[src/rtl/pico_axi_wdata_router.sv]
// Write-data router: replays the AW grant order as W burst ownership so master-side
// W beats always follow the order in which their AW beats were issued.
module pico_axi_wdata_router #(
  parameter int C_NUM_SLAVE_PORTS     = 4,
  parameter int LOG_C_NUM_SLAVE_PORTS = 2,
  parameter int C_DATA_WIDTH          = 128,
  parameter int ORDER_DEPTH           = 16,
  parameter int LOG_ORDER_DEPTH       = 4
) (
  input  logic                                          clk,
  input  logic                                          rst_n,
  input  logic                                          aw_grant_valid,
  input  logic [LOG_C_NUM_SLAVE_PORTS-1:0]              aw_grant_slave,
  output logic                                          aw_grant_ready,
  input  logic [C_NUM_SLAVE_PORTS-1:0]                  s_axi_wvalid,
  input  logic [C_NUM_SLAVE_PORTS*C_DATA_WIDTH-1:0]     s_axi_wdata,
  input  logic [C_NUM_SLAVE_PORTS*C_DATA_WIDTH/8-1:0]   s_axi_wstrb,
  input  logic [C_NUM_SLAVE_PORTS-1:0]                  s_axi_wlast,
  output logic [C_NUM_SLAVE_PORTS-1:0]                  s_axi_wready,
  output logic                                          m_axi_wvalid,
  output logic [C_DATA_WIDTH-1:0]                       m_axi_wdata,
  output logic [C_DATA_WIDTH/8-1:0]                     m_axi_wstrb,
  output logic                                          m_axi_wlast,
  input  logic                                          m_axi_wready,
  output logic [LOG_ORDER_DEPTH:0]                      order_count
);

  localparam int STRB_WIDTH = C_DATA_WIDTH / 8;
  localparam logic [LOG_ORDER_DEPTH:0]   FULL_COUNT = (LOG_ORDER_DEPTH+1)'(ORDER_DEPTH);
  localparam logic [LOG_ORDER_DEPTH:0]   ZERO_COUNT = (LOG_ORDER_DEPTH+1)'(32'd0);
  localparam logic [LOG_ORDER_DEPTH:0]   COUNT_ONE  = (LOG_ORDER_DEPTH+1)'(32'd1);
  localparam logic [LOG_ORDER_DEPTH-1:0] PTR_ZERO   = (LOG_ORDER_DEPTH)'(32'd0);
  localparam logic [LOG_ORDER_DEPTH-1:0] PTR_ONE    = (LOG_ORDER_DEPTH)'(32'd1);

  logic [LOG_C_NUM_SLAVE_PORTS-1:0] order_mem_r [ORDER_DEPTH];
  logic [LOG_ORDER_DEPTH-1:0]       wr_ptr_r;
  logic [LOG_ORDER_DEPTH-1:0]       rd_ptr_r;
  logic [LOG_ORDER_DEPTH:0]         count_r;
  logic                             m_wvalid_r;
  logic [C_DATA_WIDTH-1:0]          m_wdata_r;
  logic [STRB_WIDTH-1:0]            m_wstrb_r;
  logic                             m_wlast_r;

  logic [LOG_C_NUM_SLAVE_PORTS-1:0] sel_s;
  logic                             head_valid_s;
  logic                             load_s;
  logic                             push_s;
  logic                             accept_s;
  logic                             pop_s;
  logic [C_NUM_SLAVE_PORTS-1:0]     wready_s;

  // Head selection, per-slave ready decode and FIFO handshakes
  always_comb begin
    sel_s        = order_mem_r[rd_ptr_r];
    head_valid_s = (count_r != ZERO_COUNT);
    load_s       = !m_wvalid_r || m_axi_wready;
    push_s       = aw_grant_valid && (count_r != FULL_COUNT);
    wready_s     = {C_NUM_SLAVE_PORTS{1'b0}};
    for (int k = 0; k < C_NUM_SLAVE_PORTS; k++) begin
      if (load_s && head_valid_s && (sel_s == LOG_C_NUM_SLAVE_PORTS'(k))) begin
        wready_s[k] = 1'b1;
      end else begin
        wready_s[k] = 1'b0;
      end
    end
    accept_s = s_axi_wvalid[sel_s] && wready_s[sel_s];
    pop_s    = accept_s && s_axi_wlast[sel_s];
  end

  // Order FIFO storage
  always_ff @(posedge clk or negedge rst_n) begin
    if (!rst_n) begin
      for (int i = 0; i < ORDER_DEPTH; i++) begin
        order_mem_r[i] <= {LOG_C_NUM_SLAVE_PORTS{1'b0}};
      end
    end else if (push_s) begin
      order_mem_r[wr_ptr_r] <= aw_grant_slave;
    end
  end

  // Order FIFO pointers and occupancy; power-of-2 depth makes the wrap implicit
  always_ff @(posedge clk or negedge rst_n) begin
    if (!rst_n) begin
      wr_ptr_r <= PTR_ZERO;
      rd_ptr_r <= PTR_ZERO;
      count_r  <= ZERO_COUNT;
    end else begin
      if (push_s) begin
        wr_ptr_r <= wr_ptr_r + PTR_ONE;
      end
      if (pop_s) begin
        rd_ptr_r <= rd_ptr_r + PTR_ONE;
      end
      case ({push_s, pop_s})
        2'b10:   count_r <= count_r + COUNT_ONE;
        2'b01:   count_r <= count_r - COUNT_ONE;
        default: count_r <= count_r;
      endcase
    end
  end

  // Master W output register; holds its beat while the master stalls
  always_ff @(posedge clk or negedge rst_n) begin
    if (!rst_n) begin
      m_wvalid_r <= 1'b0;
      m_wdata_r  <= {C_DATA_WIDTH{1'b0}};
      m_wstrb_r  <= {STRB_WIDTH{1'b0}};
      m_wlast_r  <= 1'b0;
    end else if (load_s) begin
      if (accept_s) begin
        m_wvalid_r <= 1'b1;
        m_wdata_r  <= s_axi_wdata[int'(sel_s)*C_DATA_WIDTH +: C_DATA_WIDTH];
        m_wstrb_r  <= s_axi_wstrb[int'(sel_s)*STRB_WIDTH +: STRB_WIDTH];
        m_wlast_r  <= s_axi_wlast[sel_s];
      end else begin
        m_wvalid_r <= 1'b0;
      end
    end
  end

  assign aw_grant_ready = (count_r != FULL_COUNT);
  assign s_axi_wready   = wready_s;
  assign m_axi_wvalid   = m_wvalid_r;
  assign m_axi_wdata    = m_wdata_r;
  assign m_axi_wstrb    = m_wstrb_r;
  assign m_axi_wlast    = m_wlast_r;
  assign order_count    = count_r;

endmodule

[config.mk]
export PLATFORM = sky130hd
export DESIGN_NAME = pico_axi_wdata_router
export DESIGN_NICKNAME = d
export VERILOG_FILES = /design/src/rtl/pico_axi_wdata_router.sv
export SDC_FILE = /design/constraint.sdc
export NUM_CORES = 1
export LEC_CHECK = 0
export CAP_MARGIN = 20
export CORE_AREA = 4 4 288 290
export CTS_CLUSTER_SIZE = 20
export DETAILED_ROUTE_END_ITERATION = 10
export DIE_AREA = 0 0 292 294
export PLACE_DENSITY_LB_ADDON = 0.3
export SYNTH_ARGS = -nofsm -noshare
export SYNTH_HDL_FRONTEND = slang
export SYNTH_SLANG_ARGS = --single-unit
[constraint.sdc]
create_clock -name clk -period 4.25 [get_ports clk]
set_clock_uncertainty 0.2 [all_clocks]
set_input_delay 0.85 -clock clk [delete_from_list [all_inputs] [get_ports clk]]
set_output_delay 0.85 -clock clk [all_outputs]
set_load 0.01 [all_outputs]
==> impl_metrics.tcl, run 1 <==
set metrics [dict create \
    overflow 0 \
    p_sw_share_pct 42.0 \
    worst_pin_slew_ns 0.906 \
    cap_violations 0 \
    p_leak_nw 8.93 \
    async_reset_ff_share_pct 100 \
    die_x_um 292 \
    synth_ff_type "dfrtp_1" \
    synth_top_area_share_pct 36.9 \
    insertion_delay_ns 0.48 \
    min_path_type "input pin to async pin" \
    cts_sinks 191 \
    die_h_um 294 \
    drtIter0Drc 308 \
    synth_cell_types 30 \
    hpwl_um 46200 \
    vias 11500 \
    routedWlPerCell_um 19.6 \
    path_class "register to output port" \
    drtAntennaViolNets 0 \
    fmax_mhz 244 \
    post-route-period-util_pct 96.3 \
    setup_tns_ns 0 \
    synth_area_per_cell_um2 11.4 \
    die_area_um2 85800 \
    drc 0 \
    routed_wl_um 57200 \
    synth_top_area_cell "dfrtp_1" \
    num_rows 104 \
    grt_pass1_vias 12200 \
    layout_commonest_cell "clkdlybuf4s50_1" \
    ff2ff_setup_slack_ns 0.19 \
    final_cell_area_um2 22200 \
    synth_edf_count 0 \
    grt_use_total_pct 12.7 \
    yosysWarnings 0 \
    intPower_mw 12.6 \
    core_region_area_um2 80300 \
    fin_cells 2921 \
    synthToLayoutAreaGrowth_pct 71.3 \
    required_ns 3.20 \
    grt_start_max_net_pins 137 \
    pwr-share-clk_pct 8.0 \
    dp.cells 2874 \
    pin_count 746 \
    clk_pin_slew_ns 0.09 \
    worst_setup_path_end_kind "output port" \
    status "finished, final reports clean" \
    nNetsFinal 2440 \
    fillers 8353 \
    cts_tree "yes" \
    synth-seq-cells 191 \
    root_buffer "clkbuf_16" \
    cts.path.max_buffers 2 \
    syn_nets 1737 \
    pwr-share-comb_pct 76.0 \
    ff_latch_area_um2 4780 \
    cp_max_fo 6 \
    drive_gt1_share_pct 21.5 \
    ys_seq_area_share_pct 36.9 \
    finalSetupViolations 0 \
    period_needed_ns 4.09 \
    io_buffers 745 \
    drv_slew 0 \
    arrival_ns 3.04 \
    globalplace.congestion 0.866 \
    crit_path_start_kind "register" \
    netlist_area_um2 13000 \
    relSlewSlack_pct 39.6 \
    final_util_pct 27.7 \
    placedInstanceArea_um2 21400 \
    p_per_area_nw_per_um2 980 \
    grt_pass1_wl_um 81100 \
    h-tree-depth 4 \
    grt_setup_unrepaired "false" \
    p_switching_mw 9.14 \
    antenna_found_initial 21 \
    vdd_drop_max_mv 1.11 \
    netlist_instances 1137 \
    final_cell_mix "741 x clkdlybuf4s50_1, 207 x mux2_2, 190 x dfrtp_1, 153 x nand2_1, 150 x mux2i_1" \
    start_util_pct 16.1 \
    multi_input_area_um2 7580 \
    dr.pass1.iters 4 \
    seqPwrFrac_pct 16.0 \
    cts_buffers 17 \
    hold_viol 0 \
    vias_per_cell 3.93 \
    synth.area.top_cells "dfrtp_1 37%, mux2_2 18%, mux2_4 13%" \
]
-- layout make-up --
cell class | instances | share of cell area, %
clock inverter | 15 | 0.930
clock buffer | 17 | 1.92
sequential | 191 | 21.5
inverter | 10 | 0.169
antenna | 8 | 0.0902
tap | 1060 | 5.97
timing repair buffer | 775 | 35.3
multi-input combinational | 845 | 34.1
-- logic make-up after synthesis --
| group | synth area share [%] |
|---|---|
| multiplexers | 44.6 |
| flip-flops | 36.9 |
| AND/OR/NAND/NOR | 5.77 |
| AO/OA/AOI/OAI | 6.12 |
| buffers and inverters | 4.84 |
| XOR/XNOR | 0.743 |
| adder cells (fa/ha/maj) | 1.02 |
-- what timing repair did --
item	CTS	global route
cloned	2	0
setup buffers	5	0
endpoints found under the setup margin	4	4
hold buffers	0	0
endpoints found under the hold margin	0	0
gates resized for setup	4	5
-- flip-flops by register name, indices dropped and copies added (netlist names) --
signal / count
m_axi_wlast: 1
m_axi_wdata: 128
order_mem_r: 32
m_axi_wvalid: 1
wr_ptr_r: 4
m_axi_wstrb: 16
rd_ptr_r: 4
order_count: 5
-- critical path, cell delays in order (launching register included) --
cell and delay (ns):
dfrtp_1 0.35, buf_4 0.17, mux4_2 0.53, mux4_4 0.67
nand2b_4 0.20, nor2_1 0.10, clkdlybuf4s50_1 0.55
-- metal layers --
layer | global-route usage [%] | vias up | part of all wire [%]
li1 | - | 5481 | -
met1 | 14.4 | 5494 | 38
met2 | 22.5 | 451 | 51
met3 | 4.57 | 51 | 9.1
met4 | 3.43 | 12 | 1.6
met5 | 0 | - | 0.11
-- worst paths after layout --
path	from	to	cells after the start
min reg2reg	order_mem_r[23]	order_mem_r[23]	1
max	rd_ptr_r[2]	s_axi_wready[1]	6
max reg2reg	rd_ptr_r[2]	m_axi_wdata[12]	9
min	rst_n	order_mem_r[19]	1
min in group clk	order_mem_r[23]	order_mem_r[23]	1
max in group asynchronous	rst_n	m_axi_wdata[46]	2
-- synthesized netlist by cell type (10+ instances only) --
library cell and instances:
buf_4 26, o21ai_1 69, nand3_1 14, mux2i_1 150, inv_1 10, dfrtp_1 191
buf_6 19, mux2_2 207, mux2_4 115, nand2_1 153, clkbuf_1 27, buf_1 13
o21ai_0 81, mux4_2 10
-- power groups by stage --
stage | Clock (mW) | Combinational [mW] | Sequential, mW
3_3_place_gp | 0 | 16.1 | 3.49
6_report | 1.75 | 16.5 | 3.47
4_1_cts | 1.86 | 16.8 | 3.49
2_1_floorplan | 0 | 11.8 | 3.72
3_5_place_dp | 0 | 16.3 | 3.52
5_1_grt | 1.90 | 18.0 | 3.61
-- through the flow --
stage,hold WS (ns),power (mW),setup WS [ns]
CTS,0.229,22.2,0.0103
finish,0.229,21.8,0.155
detailed placement,0.294,19.9,0.0845
floorplan,0.274,15.6,0.424
global route,0.252,23.5,0.00411
global placement,0.284,19.6,0.0929
Power figures use the tool's default switching activity.
==> run 2, diff against run 1 <==
Settings changed: CTS_CLUSTER_SIZE 20 to 14, SKIP_CTS_REPAIR_TIMING set to 1.
==> run 2 against run 1 <==
Against the previous run:
- first-iteration DRC count increased by 10%
- largest power group unchanged
- clock power about the same
- hold slack improved by 0.0012 ns
- clock-buffer cell count unchanged
- non-clock buffer count decreased by 2
- sequential power about the same
- design area decreased by 0.11%
- final cell count about the same
- wire length decreased by 0.22%
==> impl_metrics.tcl, run 2 (synthesis results as in run 1) <==
set metrics [dict create \
    globalplace.congestion 0.866 \
    die_x_um 292 \
    required_ns 3.20 \
    vias 11500 \
    min_path_type "input pin to async pin" \
    clk_pin_slew_ns 0.09 \
    worst_setup_path_end_kind "output port" \
    crit_path_start_kind "register" \
    cts_sinks 191 \
    p_per_area_nw_per_um2 975 \
    start_util_pct 16.1 \
    cts_tree "yes" \
    worstReg2RegEnd "m_axi_wdata[12]" \
    overflow 0 \
    grt_use_total_pct 12.4 \
    fin_cells 2920 \
    antenna_found_initial 21 \
    post-place-ws_ns 0.0845 \
    cap_violations 0 \
    h-tree-depth 4 \
    final_cell_area_um2 22200 \
    vdd_drop_max_mv 1.10 \
    finalSetupViolations 0 \
    p_leak_nw 8.92 \
    r2r_start "rd_ptr_r[2]" \
    worst_pin_slew_ns 0.906 \
    routed_wl_um 57100 \
    core_region_area_um2 80300 \
    die_area_um2 85800 \
    relSlewSlack_pct 39.6 \
    grt_pass1_wl_um 79800 \
    ff2ff_path_depth 8 \
    drtIter0Drc 339 \
    fillers 8364 \
    arrival_ns 3.07 \
    insertion_delay_ns 0.48 \
    pin_count 746 \
    placedInstanceArea_um2 21400 \
    vias_per_cell 3.93 \
    fin_hold_ws_ns 0.230 \
    dr.pass1.iters 4 \
    fmax_mhz 243 \
    layout_commonest_cell "clkdlybuf4s50_1" \
    drive_gt1_share_pct 21.5 \
    cp_max_fo 6 \
    grt_setup_unrepaired "false" \
    grt_start_max_net_pins 137 \
    nNetsFinal 2438 \
    fin_total_pwr_mw 21.6 \
    hold_viol 0 \
    synthToLayoutAreaGrowth_pct 71.1 \
    routedWlPerCell_um 19.6 \
    final_util_pct 27.6 \
    dp.cells 2874 \
    cts_buffers 17 \
    grt_pass1_vias 12200 \
    status "finished, final reports clean" \
    path_class "register to output port" \
    die_h_um 294 \
    ff2ff_setup_slack_ns 0.24 \
    final_cell_mix "741 x clkdlybuf4s50_1, 207 x mux2_2, 190 x dfrtp_1, 152 x nand2_1, 150 x mux2i_1" \
    root_buffer "clkbuf_16" \
    drc 0 \
    cts.path.max_buffers 2 \
    drv_slew 0 \
    largest_reg_flops 128 \
    setup_tns_ns 0 \
    post-route-period-util_pct 96.9 \
    io_buffers 745 \
    hpwl_um 46200 \
    drtAntennaViolNets 0 \
    period_needed_ns 4.12 \
    num_rows 104 \
    post-route-worst-setup-slack_ns 0.131 \
]
## run 2: changes by cell type in the layout (fill, tap and decap cells not counted), sizes merged
cell,delta
buf,-2
bufbuf,-2
clkbuf,+2
diode,+1
dlygate4sd2,-1
dlymetal6s2s,+1
## run 2: where the power goes
part	switching [mW]	leakage, nW	total (mW)	internal, mW
logic	7.62	6.33	16.4	8.79
registers	0.562	2.29	3.48	2.91
clock network	0.934	0.302	1.75	0.814
total	9.11	8.92	21.6	12.5
## run 2: layer usage
metal	GRT usage (%)	wire (um)	part of all wire [%]
met5	0	64	0.11
met1	14.1	21500	38
met4	3.33	859	1.5
met2	21.9	29300	51
met3	4.66	5380	9.4
## run 2: worst max-delay path by stage
stage                startpoint         endpoint  slack [ns]  depth (start not counted)
floorplan           rd_ptr_r[3]   order_count[4]        0.42                         18
global placement    rd_ptr_r[3]   order_count[4]        0.09                         15
detailed placement  rd_ptr_r[3]   order_count[4]        0.08                         15
CTS                 rd_ptr_r[3]  s_axi_wready[0]       -0.38                          5
global route        rd_ptr_r[2]  s_axi_wready[1]        0.02                          6
finish              rd_ptr_r[2]  s_axi_wready[1]        0.13                          6
## run 2: layout make-up
type                       instances  area [um2]  share of cell area (%)
antenna                            9        22.5                   0.102
clock buffer                      17         425                    1.92
clock inverter                    15         206                   0.931
inverter                          10        37.5                   0.169
multi-input combinational        845        7580                    34.2
sequential                       191        4780                    21.6
tap                             1060        1330                    5.98
timing repair buffer             773        7800                    35.2
## run 2: worst max-delay path: stages, from the launching register on
cell and delay [ns]:
dfrtp_1 0.35, buf_4 0.17, mux4_2 0.53, mux4_4 0.69, nand2b_4 0.20, nor2_1 0.10
clkdlybuf4s50_1 0.55
